### src/rtl/trg_sci_pkt_gen_if.sv
// Signal bundle between the trigger logic / readout side and the science packet generator.
interface trg_sci_pkt_gen_if #(
    parameter int N_MODES = 6,
    parameter int FIFO_AW = 8
);
    logic [8*N_MODES-1:0] trg_mode_in;
    logic [15:0]          hit_sig_stus_in;
    logic [15:0]          eff_trg_cnt_in;
    logic [23:0]          trg_busy_time_cnt_in;
    logic                 coincid_trg_in;
    logic                 fifo_rd_in;
    logic [7:0]           fifo_data_out;
    logic                 fifo_empty_out;
    logic [FIFO_AW:0]     fifo_level_out;
    logic                 busy_out;
    logic [15:0]          seq_cnt_out;
    logic [15:0]          drop_cnt_out;

    modport master (
        output trg_mode_in, hit_sig_stus_in, eff_trg_cnt_in, trg_busy_time_cnt_in,
               coincid_trg_in, fifo_rd_in,
        input  fifo_data_out, fifo_empty_out, fifo_level_out, busy_out,
               seq_cnt_out, drop_cnt_out
    );

    modport slave (
        input  trg_mode_in, hit_sig_stus_in, eff_trg_cnt_in, trg_busy_time_cnt_in,
               coincid_trg_in, fifo_rd_in,
        output fifo_data_out, fifo_empty_out, fifo_level_out, busy_out,
               seq_cnt_out, drop_cnt_out
    );
endinterface

### src/rtl/trg_sci_pkt_gen.sv
// Trigger science-data packetiser: snapshots trigger fields into a 15-byte CRC-16 packet
// and stores it whole into an internal byte FIFO, dropping triggers that do not fit.
module trg_sci_pkt_gen #(
    parameter int          N_MODES  = 6,
    parameter int          FIFO_AW  = 8,
    parameter logic [15:0] HEADER   = 16'hEB90,
    parameter logic [15:0] CRC_INIT = 16'hFFFF
) (
    input  logic              clk_in,
    input  logic              rst_in,
    trg_sci_pkt_gen_if.slave  bus
);
    localparam int               DEPTH    = 1 << FIFO_AW;
    localparam logic [FIFO_AW:0] DEPTH_LV = {1'b1, {FIFO_AW{1'b0}}};
    localparam logic [FIFO_AW-1:0] PTR_ONE = {{(FIFO_AW-1){1'b0}}, 1'b1};
    localparam logic [FIFO_AW:0]   LVL_ONE = {{FIFO_AW{1'b0}}, 1'b1};

    localparam logic [1:0] ST_IDLE   = 2'd0;
    localparam logic [1:0] ST_WRITE  = 2'd1;
    localparam logic [1:0] ST_CRC_HI = 2'd2;
    localparam logic [1:0] ST_CRC_LO = 2'd3;

    function automatic logic [15:0] crc16_byte(input logic [15:0] crc, input logic [7:0] data);
        logic [15:0] c;
        c = crc;
        for (int b = 7; b >= 0; b--) begin
            if (c[15] ^ data[b]) begin
                c = {c[14:0], 1'b0} ^ 16'h1021;
            end else begin
                c = {c[14:0], 1'b0};
            end
        end
        return c;
    endfunction

    logic [1:0]          state_q;
    logic [3:0]          byte_idx_q;
    logic [15:0]         crc_q;
    logic [15:0]         sel_q, sel_d;
    logic [15:0]         seq_q, drop_q;
    logic [15:0]         cap_seq_q, cap_sel_q, cap_hit_q, cap_eff_q;
    logic [23:0]         cap_busy_q;
    logic [7:0]          mem_q [DEPTH];
    logic [FIFO_AW-1:0]  wr_ptr_q, rd_ptr_q;
    logic [FIFO_AW:0]    level_q, level_d, free_s;
    logic [7:0]          data_q;
    logic                space_ok_s, drop_inc_s, wr_en_s, rd_en_s;
    logic [7:0]          pkt_byte_s, wr_byte_s;

    // Priority mode select: lowest enabled index wins
    always_comb begin
        sel_d = 16'h0000;
        for (int i = N_MODES - 1; i >= 0; i--) begin
            if (bus.trg_mode_in[8*i+6 +: 2] == 2'b01) begin
                sel_d = {8'h80 >> i, bus.trg_mode_in[8*i +: 8]};
            end else begin
                sel_d = sel_d;
            end
        end
    end

    // Space check and drop decision
    always_comb begin
        free_s     = DEPTH_LV - level_q;
        space_ok_s = ({{(31-FIFO_AW){1'b0}}, free_s} >= 32'd15);
        drop_inc_s = bus.coincid_trg_in && ((state_q != ST_IDLE) || !space_ok_s);
    end

    // Packet byte selection for the WRITE phase
    always_comb begin
        case (byte_idx_q)
            4'd0:    pkt_byte_s = HEADER[15:8];
            4'd1:    pkt_byte_s = HEADER[7:0];
            4'd2:    pkt_byte_s = cap_seq_q[15:8];
            4'd3:    pkt_byte_s = cap_seq_q[7:0];
            4'd4:    pkt_byte_s = cap_sel_q[15:8];
            4'd5:    pkt_byte_s = cap_sel_q[7:0];
            4'd6:    pkt_byte_s = cap_hit_q[15:8];
            4'd7:    pkt_byte_s = cap_hit_q[7:0];
            4'd8:    pkt_byte_s = cap_eff_q[15:8];
            4'd9:    pkt_byte_s = cap_eff_q[7:0];
            4'd10:   pkt_byte_s = cap_busy_q[23:16];
            4'd11:   pkt_byte_s = cap_busy_q[15:8];
            4'd12:   pkt_byte_s = cap_busy_q[7:0];
            default: pkt_byte_s = 8'h00;
        endcase
    end

    // FIFO write port driven by the FSM state
    always_comb begin
        wr_en_s   = 1'b0;
        wr_byte_s = 8'h00;
        case (state_q)
            ST_WRITE:  begin wr_en_s = 1'b1; wr_byte_s = pkt_byte_s;  end
            ST_CRC_HI: begin wr_en_s = 1'b1; wr_byte_s = crc_q[15:8]; end
            ST_CRC_LO: begin wr_en_s = 1'b1; wr_byte_s = crc_q[7:0];  end
            default:   begin wr_en_s = 1'b0; wr_byte_s = 8'h00;       end
        endcase
    end

    // FIFO read qualification and level update
    always_comb begin
        rd_en_s = bus.fifo_rd_in && (level_q != {(FIFO_AW+1){1'b0}});
        case ({wr_en_s, rd_en_s})
            2'b10:   level_d = level_q + LVL_ONE;
            2'b01:   level_d = level_q - LVL_ONE;
            default: level_d = level_q;
        endcase
    end

    // Packet FSM, field capture, CRC accumulation and counters
    always_ff @(posedge clk_in or posedge rst_in) begin
        if (rst_in) begin
            state_q    <= ST_IDLE;
            byte_idx_q <= 4'd0;
            crc_q      <= 16'h0000;
            sel_q      <= 16'h0000;
            seq_q      <= 16'h0000;
            drop_q     <= 16'h0000;
            cap_seq_q  <= 16'h0000;
            cap_sel_q  <= 16'h0000;
            cap_hit_q  <= 16'h0000;
            cap_eff_q  <= 16'h0000;
            cap_busy_q <= 24'h000000;
        end else begin
            sel_q <= sel_d;
            if (drop_inc_s && (drop_q != 16'hFFFF)) begin
                drop_q <= drop_q + 16'd1;
            end
            case (state_q)
                ST_IDLE: begin
                    if (bus.coincid_trg_in && space_ok_s) begin
                        cap_seq_q  <= seq_q;
                        cap_sel_q  <= sel_q;
                        cap_hit_q  <= bus.hit_sig_stus_in;
                        cap_eff_q  <= bus.eff_trg_cnt_in;
                        cap_busy_q <= bus.trg_busy_time_cnt_in;
                        seq_q      <= seq_q + 16'd1;
                        crc_q      <= CRC_INIT;
                        byte_idx_q <= 4'd0;
                        state_q    <= ST_WRITE;
                    end
                end
                ST_WRITE: begin
                    // Header bytes are outside CRC coverage
                    if (byte_idx_q >= 4'd2) begin
                        crc_q <= crc16_byte(crc_q, pkt_byte_s);
                    end
                    if (byte_idx_q == 4'd12) begin
                        state_q <= ST_CRC_HI;
                    end else begin
                        byte_idx_q <= byte_idx_q + 4'd1;
                    end
                end
                ST_CRC_HI: state_q <= ST_CRC_LO;
                ST_CRC_LO: state_q <= ST_IDLE;
                default:   state_q <= ST_IDLE;
            endcase
        end
    end

    // FIFO pointers, level and registered read data
    always_ff @(posedge clk_in or posedge rst_in) begin
        if (rst_in) begin
            wr_ptr_q <= {FIFO_AW{1'b0}};
            rd_ptr_q <= {FIFO_AW{1'b0}};
            level_q  <= {(FIFO_AW+1){1'b0}};
            data_q   <= 8'h00;
        end else begin
            level_q <= level_d;
            if (wr_en_s) begin
                wr_ptr_q <= wr_ptr_q + PTR_ONE;
            end
            if (rd_en_s) begin
                rd_ptr_q <= rd_ptr_q + PTR_ONE;
                data_q   <= mem_q[rd_ptr_q];
            end
        end
    end

    // FIFO storage array
    always_ff @(posedge clk_in) begin
        if (wr_en_s) begin
            mem_q[wr_ptr_q] <= wr_byte_s;
        end
    end

    assign bus.fifo_data_out  = data_q;
    assign bus.fifo_empty_out = (level_q == {(FIFO_AW+1){1'b0}});
    assign bus.fifo_level_out = level_q;
    assign bus.busy_out       = (state_q != ST_IDLE);
    assign bus.seq_cnt_out    = seq_q;
    assign bus.drop_cnt_out   = drop_q;
endmodule

### src/flat_wrapper.sv
// flat-port wrapper written by rule: the top's interface ports become plain ports
module trg_sci_pkt_gen_flat 
#(
    parameter int          N_MODES  = 6,
    parameter int          FIFO_AW  = 8,
    parameter logic [15:0] HEADER   = 16'hEB90,
    parameter logic [15:0] CRC_INIT = 16'hFFFF
)
  (clk_in, rst_in, bus_trg_mode_in, bus_hit_sig_stus_in, bus_eff_trg_cnt_in, bus_trg_busy_time_cnt_in, bus_coincid_trg_in, bus_fifo_rd_in, bus_fifo_data_out, bus_fifo_empty_out, bus_fifo_level_out, bus_busy_out, bus_seq_cnt_out, bus_drop_cnt_out);
  trg_sci_pkt_gen_if #(.N_MODES(N_MODES), .FIFO_AW(FIFO_AW)) bus_i ();
  input  logic clk_in;
  input  logic rst_in;
  input wire logic [$bits(bus_i.trg_mode_in)-1:0] bus_trg_mode_in;
  input wire logic [$bits(bus_i.hit_sig_stus_in)-1:0] bus_hit_sig_stus_in;
  input wire logic [$bits(bus_i.eff_trg_cnt_in)-1:0] bus_eff_trg_cnt_in;
  input wire logic [$bits(bus_i.trg_busy_time_cnt_in)-1:0] bus_trg_busy_time_cnt_in;
  input wire logic [$bits(bus_i.coincid_trg_in)-1:0] bus_coincid_trg_in;
  input wire logic [$bits(bus_i.fifo_rd_in)-1:0] bus_fifo_rd_in;
  output wire logic [$bits(bus_i.fifo_data_out)-1:0] bus_fifo_data_out;
  output wire logic [$bits(bus_i.fifo_empty_out)-1:0] bus_fifo_empty_out;
  output wire logic [$bits(bus_i.fifo_level_out)-1:0] bus_fifo_level_out;
  output wire logic [$bits(bus_i.busy_out)-1:0] bus_busy_out;
  output wire logic [$bits(bus_i.seq_cnt_out)-1:0] bus_seq_cnt_out;
  output wire logic [$bits(bus_i.drop_cnt_out)-1:0] bus_drop_cnt_out;
  assign bus_i.trg_mode_in = bus_trg_mode_in;
  assign bus_i.hit_sig_stus_in = bus_hit_sig_stus_in;
  assign bus_i.eff_trg_cnt_in = bus_eff_trg_cnt_in;
  assign bus_i.trg_busy_time_cnt_in = bus_trg_busy_time_cnt_in;
  assign bus_i.coincid_trg_in = bus_coincid_trg_in;
  assign bus_i.fifo_rd_in = bus_fifo_rd_in;
  assign bus_fifo_data_out = bus_i.fifo_data_out;
  assign bus_fifo_empty_out = bus_i.fifo_empty_out;
  assign bus_fifo_level_out = bus_i.fifo_level_out;
  assign bus_busy_out = bus_i.busy_out;
  assign bus_seq_cnt_out = bus_i.seq_cnt_out;
  assign bus_drop_cnt_out = bus_i.drop_cnt_out;
  trg_sci_pkt_gen #(.N_MODES(N_MODES), .FIFO_AW(FIFO_AW), .HEADER(HEADER), .CRC_INIT(CRC_INIT)) u_core (.clk_in(clk_in), .rst_in(rst_in), .bus(bus_i));
endmodule
### config.mk
export PLATFORM = sky130hd
export DESIGN_NAME = trg_sci_pkt_gen_flat
export DESIGN_NICKNAME = d
export VERILOG_FILES = /design/src/rtl/trg_sci_pkt_gen_if.sv /design/src/rtl/trg_sci_pkt_gen.sv /design/src/flat_wrapper.sv
export SDC_FILE = /design/constraint.sdc
export NUM_CORES = 2
export LEC_CHECK = 0
export CAP_MARGIN = 20
export CORE_MARGIN = 5
export CORE_UTILIZATION = 60
export DETAILED_ROUTE_END_ITERATION = 8
export HOLD_SLACK_MARGIN = 0.12
export PLACE_DENSITY_LB_ADDON = 0.15
export SYNTH_ARGS = -nofsm -noshare
export SYNTH_HDL_FRONTEND = slang
export SYNTH_SLANG_ARGS = --single-unit
export TNS_END_PERCENT = 50
### constraint.sdc
create_clock -name clk_in -period 26.7 [get_ports clk_in]
set_clock_uncertainty 0.2 [all_clocks]
set_input_delay 5.34 -clock clk_in [delete_from_list [all_inputs] [get_ports clk_in]]
set_output_delay 5.34 -clock clk_in [all_outputs]
set_load 0.01 [all_outputs]
==> reports/results.txt <==
Hold crit path type = flop to flop
Xor/xnor share of the synthesized area = 0.8005%
DP Worst Slack = 17070 ps
Syn nets = 5097
PwrDens = 126.5 nW/µm²
Worst slew pin tran = 1263 ps
Syn_area_per_cell = 18.00 µm²
Peak supply drop = 0.2288 mV
# DRC = 0
Clock sink count = 2235
Via count = 49382
Global routing usage on met1 = 44.45%
Worst Path Class, Setup = flop to output port
Placed inst area = 92740 µm²
Slew margin rel. = 15.04%
IO Pins = 159
Worst reg2reg path startpoint = u_core.bus.fifo_level_out[1]
Post-Synth Adder-Cell Area = 0.3079%
Synth warn = 0
Final Non-Filler Cells = 7257
Commonest non-fill, non-tap cell in the layout = edfxtp_1
Cts hold-fix bufs = 0
Drt wl/cell = 32.93 µm
Fin area = 99760 µm²
Tcrit/Tclk final = 34.25%
Placed cells = 6848
First-pass GRT wire length = 345100 µm
Clk root buf = clkbuf_16
Final setup violating endpoints = 0
Synth async-reset ratio = 8.367%
Worst path required time = 21160 ps
Largest family of logic cells by synthesized area = multiplexers
Row cnt = 141
CTS tree = built
Highest-count cells in the layout ignoring fill and taps = edfxtp_1, nand2_1, mux4_2
Worst Path Buf+Inv = 2
Fin util = 67.40%
R2R Path End = u_core.bus.fifo_level_out[8]
Max stage delay on crit path = 630 ps
Leak Pwr = 33.02 nW
Hold path start = u_core.sel_q[7]
GPL Wtd Cong = 0.9193
R2R depth = 17
Minimum clock period = 9144 ps
Worst-case clock buffer depth = 3
Dpl hpwl = 142700 µm
Layout area overhead = 11.57%
RSZ-0062 raised after global routing = false
Crit path cell chain = inv_1, ha_1, or4b_1, nor4_1, ha_1, clkdlybuf4s50_1
Iter 0 DRT Violations = 6918
Cell depth of the worst setup path = 6
Hold depth = 2
Post-synthesis register bit count = 2235
Flop-to-flop setup slack = 20860 ps
Delay-heaviest family, CP = buffers and inverters
Critical path data arrival time = 3600 ps
Post-synthesis compound-gate area fraction = 4.806%
Share of layout cells above drive strength 1 = 16.01%
Nets = 5270
Setup ws final = 17560 ps
Die width = 396.0 µm
Max-slew violation count = 0
Core area = 148000 µm²
Clock slew at reported path FFs = 60 ps
Cts bufs inserted = 216
Setup crit end kind = output port
Die Y = 396.0 µm
Port Buffers = 158
DR pass1 iterations = 7
Number of synthesized flops with an enable pin = 2048
Post-synthesis sequential area ratio = 74.02%
Final hold vios = 0
Maxcap violations = 0
Total setup buffers inserted after CTS = 0
Met2 usage = 45.78%
Simple-Gate Fraction of Synth Area = 4.706%
Global route hottest layer = met2
Status = finished clean
Largest net degree at the start of global routing = 201
Initial Util = 60.41%
Vias in the first global route = 48063
Hold Path Sink = u_core.cap_sel_q[7]
Top_reg_cell synth = edfxtp_1
Most used cell, CP = ha_1
Die Area = 156800 µm²
Mux share of post-synthesis cell area = 13.33%
Max frequency = 109.4 MHz
Final antenna-violating net count = 0
GR Util All Layers = 30.49%
Met3 Usage GRT = 7.381%
Antenna violations before repair = 7
Vias per inst = 6.805
Quantity of gates resized following cts = 0
Sum of negative setup slack = 0 ps
Total grt overflow = 0
Crit-path max FO = 11
DRT Wirelength = 239000 µm
Cell variety after synth = 85
Worst skew pair latency = 850 ps
Cell count after synthesis = 4967
Max stage delay cell, worst path = clkdlybuf4s50_1
H-tree Lvls = 4
Fillers = 9460
Setup crit start kind = flop
Syn Std Cell Area = 89410 µm²
worst max path at each step:
stage / to / slack [ps] / startpoint
final: bus_fifo_empty_out / 17560 / u_core.bus.fifo_level_out[1]
after global routing: bus_fifo_empty_out / 17430 / u_core.bus.fifo_level_out[1]
after CTS: bus_fifo_empty_out / 17560 / u_core.bus.fifo_level_out[1]
after detailed placement: u_core.bus.fifo_level_out[8] / 17070 / bus_fifo_rd_in
after global placement: u_core.bus.fifo_level_out[8] / 17080 / bus_fifo_rd_in
after floorplan: u_core.bus.drop_cnt_out[0] / 16070 / rst_in
kinds of logic (layout without fill, tap and decap cells):
| logic type | after synthesis | count (layout) |
|---|---|---|
| flops | 2235 | 2235 |
| simple gates | 974 | 974 |
| mux | 722 | 722 |
| compound gates | 593 | 593 |
| buf+inv | 340 | 696 |
| xor+xnor | 80 | 80 |
| fa+ha+maj | 22 | 22 |
| other cells | 1 | 5 |
synth_stat cells (48+ instances only):
cell         n  share of area (%)
dfrtp_1    187                5.2
o221ai_1    67               0.66
o22ai_1     60               0.42
edfxtp_1  2048                 69
mux4_2     372                9.4
a22oi_1     76               0.64
xnor2_1     56               0.55
mux2i_1    319                3.6
nand2_1    403                1.7
a21oi_1    109               0.61
clkbuf_1   158               0.66
nand3_1     48               0.27
nor2_1     327                1.4
power breakdown:
| part | leakage [nW] | total, mW | switching [mW] | internal, mW |
|---|---|---|---|---|
| sequential | 20.9 | 5.19 | 0.160 | 5.03 |
| combinational | 8.77 | 4.43 | 3.16 | 1.27 |
| clock | 3.39 | 3.00 | 1.29 | 1.71 |
| total | 33.0 | 12.6 | 4.61 | 8.01 |
worst min-delay path, stage by stage, from the launching register on:
cell,delay (ps)
dfrtp_1,320
nand2_1,40
nand2_1,50
flip-flops by register name, summed over array words and instances (netlist names), 16 cells and up:
register                 flops
u_core.crc_q                16
u_core.cap_hit_q            16
u_core.mem_q              2048
u_core.bus.seq_cnt_out      16
u_core.cap_busy_q           24
u_core.cap_seq_q            16
u_core.cap_eff_q            16
u_core.bus.drop_cnt_out     16
final cells by class:
class / count / area, µm² / area share, %
Multi-Input combinational cell: 2392 / 21580 / 21.64
Sequential cell: 2235 / 66190 / 66.36
Clock inverter: 111 / 1131 / 1.134
Clock buffer: 290 / 5806 / 5.820
Tap cell: 1930 / 2415 / 2.421
Antenna cell: 4 / 10.01 / 0.01003
Timing Repair Buffer: 263 / 2485 / 2.491
Inverter: 32 / 131.4 / 0.1317
per-stage QoR:
step	hold slack [ps]	total power [mW]
global placement	217.8	9.489
CTS	252.2	12.56
global route	268.5	12.99
detailed placement	226.2	9.596
floorplan	214.3	8.063
finish	246.7	12.62
layer usage:
layer	vias to the layer above	routed length, µm
met4	0	9552
met2	3198	109800
li1	20216	-
met3	512	27890
met1	25456	91790
met5	-	0
(Power assumes the default switching activity.)
